`src/rtl/fabric_simple.sv`:
```
// fabric_simple: single-word register endpoint with one-cycle registered read/write responses
module fabric_simple #(
  parameter int WIDTH = 32
) (
  input  logic             clk,
  input  logic             rst,
  input  logic             read_req,
  input  logic             write_req,
  input  logic [WIDTH-1:0] write_data,
  output logic [WIDTH-1:0] read_data,
  output logic             req_valid,
  output logic             resp_valid
);
  logic [WIDTH-1:0] mem_q, mem_d;
  logic [WIDTH-1:0] read_data_q, read_data_d;
  logic             req_valid_q, req_valid_d;
  logic             resp_valid_q, resp_valid_d;
  // next state: writes update the word, a simultaneous read sees the new data
  always_comb begin
    mem_d        = write_req ? write_data : mem_q;
    read_data_d  = read_req ? (write_req ? write_data : mem_q) : read_data_q;
    req_valid_d  = read_req | write_req;
    resp_valid_d = read_req | write_req;
  end
  // state and output registers, cleared immediately by rst
  always_ff @(posedge clk or posedge rst) begin
    if (rst) begin
      mem_q        <= '0;
      read_data_q  <= '0;
      req_valid_q  <= 1'b0;
      resp_valid_q <= 1'b0;
    end else begin
      mem_q        <= mem_d;
      read_data_q  <= read_data_d;
      req_valid_q  <= req_valid_d;
      resp_valid_q <= resp_valid_d;
    end
  end
  assign read_data  = read_data_q;
  assign req_valid  = req_valid_q;
  assign resp_valid = resp_valid_q;
endmodule

```
`config.mk`:
```
export PLATFORM = sky130hd
export DESIGN_NAME = fabric_simple
export DESIGN_NICKNAME = d
export VERILOG_FILES = /design/src/rtl/fabric_simple.sv
export SDC_FILE = /design/constraint.sdc
export NUM_CORES = 1
export LEC_CHECK = 0
export CAP_MARGIN = 40
export CORE_MARGIN = 5
export CORE_UTILIZATION = 48
export CTS_CLUSTER_DIAMETER = 100
export DETAILED_ROUTE_END_ITERATION = 7
export PLACE_DENSITY_LB_ADDON = 0.25
export SLEW_MARGIN = 30
export SYNTH_ARGS = -nofsm -noshare
export SYNTH_HDL_FRONTEND = slang
export SYNTH_SLANG_ARGS = --single-unit
```
`constraint.sdc`:
```
create_clock -name clk -period 2.6 [get_ports clk]
set_input_delay 0.52 -clock clk [delete_from_list [all_inputs] [get_ports clk]]
set_output_delay 0.52 -clock clk [all_outputs]
set_load 0.02 [all_outputs]
```
; ---- After elaboration in Yosys (flattened, before gate mapping)
; Cells that the tools add are included.
[totals]
reg_bits = 65
in_bits = 36
output_inout_bits = 34
elab_cells = 5
[op_classes]
n_mux = 1
n_bitwise = 1
[ops]
columns = op, count
row1 = two-way mux 32 bit, 1
row2 = bitwise OR 1 bit, 1

; ---- Longest topological paths before layout
[logic_depth]
ltp_word = 1
mapped_depth = 4
depth_no_buf = 2

; ---- Least setup slack after synthesis
; No wires, ideal clock.
[synth_timing]
kind = in2reg
from = input port write_req
to = register read_data_q[10] (netlist: read_data[10])
setup_time_ps = 125
t_arrival_ps = 1324
required_ps = 2475
slack_ps = 1151
cell_stages = 4
path_buffers = 2
cell_sequence = buf_6 buf_12 mux2_4 mux2_4
[synth_between]
elab_chain_cells = 1
[synth_rtl]
columns = item, line
row1 = from (decl), 8  ; input logic write_req,
row2 = two-way mux 32 bit, 21  ; read_data_d = read_req ? (write_req ? write_data : mem_q) : read_data_q;
row3 = to (signal assigned), 34  ; read_data_q <= read_data_d;
row4 = to (decl), 15  ; logic [WIDTH-1:0] read_data_q, read_data_d;
; No other way between the ends.
; A chain may end at the register's enable or synchronous reset.

; ---- Worst setup path in the final report
[layout_timing]
from = register read_data_q[13] (netlist: read_data[13])
to = output port read_data[13]
[layout_rtl]
columns = item, line
row1 = to (decl), 10  ; output logic [WIDTH-1:0] read_data,
; No word-level cell between the ends.

==> flow_summary.yaml <==
logic_synthesis:
  syn_inst: 140
  netlist_area_um2: 2670
  netlist_top_cells_area: "dfrtp_1, mux2_4, mux2_2"
  synth_top_area_share: 0.608
  synth_seq_cells: 65
  synth_nets: 176
  yosys.cell_types.count: 9
  synth_area_leader_cell: "dfrtp_1"
  ys.warnings.count: 0
  syn_area_per_cell_um2: 19.1
  synth_seq_area_share: 0.608
worst_setup_path:
  cp_max_fo: 2
  crit_required_ns: 2.08
  critPathArrivalTime_ns: 1.34
  slowest_stage: "clkdlybuf4s50_1"
  crit_chain: "clkdlybuf4s50_1"
  worstSetupPathType: "reg2out"
  max_stage_delay_ns: 0.62
  critPathCaptureType: "output port"
  crit_buf_inv: 1
  critPathLaunchType: "flip-flop"
  crit_family: "buffers and inverters"
global_routing:
  grt_pass1_wl_um: 8560
  grt-ovfl-total: 0
  grt_pass1_vias: 1676
  antenna_found_initial: 0
  groute.usage.overall: 0.155
  grt_max_degree: 24
clocking:
  cts-resized-gates: 0
  root_buffer: "clkbuf_8"
  cts_sinks: 65
  cts_made_buffers: 9
  cts_tree: "built"
  clkLatencyLatePin_ns: 0.33
  clk_pin_slew_ns: 0.07
  clock_path_buffers: 2
  hold_buffers: 0
  h-tree-depth: 3
  postCtsSetupBuffers: 0
die:
  start_util: 0.489
  die_height_um: 84.6
  dieArea_um2: 7160
  row_count: 27
  num_io_pins: 70
  coreArea_um2: 5470
  die_w_um: 84.6
layout:
  drive_above_1_share: 0.403
  fin_cells: 293
  multiInputGateArea_um2: 945
  ff_latch_area_um2: 1630
  synthToLayoutAreaGrowth_pct: 33.7
  fill_cells: 399
  n_antenna_cell: 0
  final_nets: 252
sta:
  slew_violations: 0
  maxSlewHeadroom: 0.508
  fin_crit_sh: 0.714
  hold_viol: 0
  worstMarginPinSlew_ns: 0.737
  skew_ns: 0.00729
  fmax_ghz: 0.539
  setup_tns_ns: 0
  setup_viol: 0
  grt_setup_unrepaired: "no"
  setup_ws_ns: 0.744
  min_period_ns: 1.86
worst_hold_path:
  hold_path_class: "reg2reg"
power_and_ir_drop:
  ir_worst_vdd_mv: 0.384
  power.share.switching: 0.271
  p_clk_frac: 0.301
  p_leak_uw: 0.00165
  pwr-share-comb: 0.229
  seqPwrFrac: 0.470
  intPower_uw: 1860
  power_density_nw_per_um2: 712
  switching_power_uw: 689
placed_design:
  numPortBuffers: 69
  place_ws_ns: 0.675
  hpwl_um: 3690
  place_congestion: 0.844
  dp.cells: 277
detailed_routing:
  vias: 1413
  wl_per_cell_um: 17.9
  drc_errors: 0
  ant_nets: 0
  first_pass_iters: 6
  drt-total-wl_um: 5250
  post_drt_via_cell_ratio: 4.82
  drt-initial-drc-count: 30
run:
  drv_cap: 0
status:
  status: "finished clean"
sequential cells by signal, summed over array words and instances (netlist names):
register / count
mem_q: 32
read_data: 32
resp_valid: 1
cell families (layout without fill, tap and decap cells):
family	Yosys count	in the layout	synth area share
multiplexers	64	64	0.351
buffers and inverters	10	91	0.0384
flip-flops	65	65	0.608
AND/OR/NAND/NOR	1	1	0.00234
path summary, 6_finish.rpt:
check,startpoint,end,slack [ns],depth (start not counted)
max,read_data[13],read_data[13],0.74,1
min,mem_q[28],mem_q[28],0.50,1
max reg2reg,mem_q[30],read_data[30],1.57,2
min reg2reg,mem_q[28],mem_q[28],0.50,1
max in group asynchronous,rst,mem_q[22],1.42,3
min in group asynchronous,rst,read_data[12],0.51,2
metal layers:
layer,vias up,routed length [um],global-route usage
met5,-,0,0
met4,0,88,0.0734
met3,9,350,0.0530
met2,54,2400,0.232
met1,718,2410,0.203
li1,632,-,-
area by class of cell:
class | count | area share
Sequential cell | 65 | 0.455
Multi-Input combinational cell | 65 | 0.264
Timing Repair Buffer | 74 | 0.204
Clock buffer | 10 | 0.0385
Tap cell | 72 | 0.0252
Clock inverter | 6 | 0.0119
Inverter | 1 | 0.00105
power groups by stage:
stage / Sequential, uW / Clock, uW / Combinational [uW]
2_1_floorplan: 1300 / 0 / 253
5_1_grt: 1210 / 836 / 617
4_1_cts: 1200 / 789 / 593
3_5_place_dp: 1210 / 0 / 589
6_report: 1200 / 766 / 584
3_3_place_gp: 1210 / 0 / 577
placed cells by master, fill, tap and decap left out:
cell	netlist	final
mux2_2	6	6
dfrtp_1	65	65
buf_12	3	1
buf_2	4	2
inv_6	0	1
mux2_4	58	58
clkdlybuf4s50_1	0	67
clkinv_4	0	1
clkinv_2	0	2
clkinvlp_4	0	2
or2_2	1	1
clkbuf_8	0	10
inv_2	0	1
buf_4	1	4
per-stage QoR:
| step | util | total power (uW) | hold slack (ns) | area, um^2 |
|---|---|---|---|---|
| after global routing | 0.653 | 2660 | 0.509 | 3580 |
| after global placement | 0.620 | 1790 | 0.478 | 3400 |
| after CTS | 0.653 | 2580 | 0.497 | 3580 |
| after detailed placement | 0.620 | 1800 | 0.478 | 3400 |
| after floorplan | - | 1550 | 0.468 | 2670 |
| final | 0.653 | 2550 | 0.496 | 3580 |
cells in the mapped netlist (all sizes together):
cell,instances
buf,9
or2,1
inv,1
mux2,64
dfrtp,65
No activity file was read; power rests on OpenSTA's default activity.
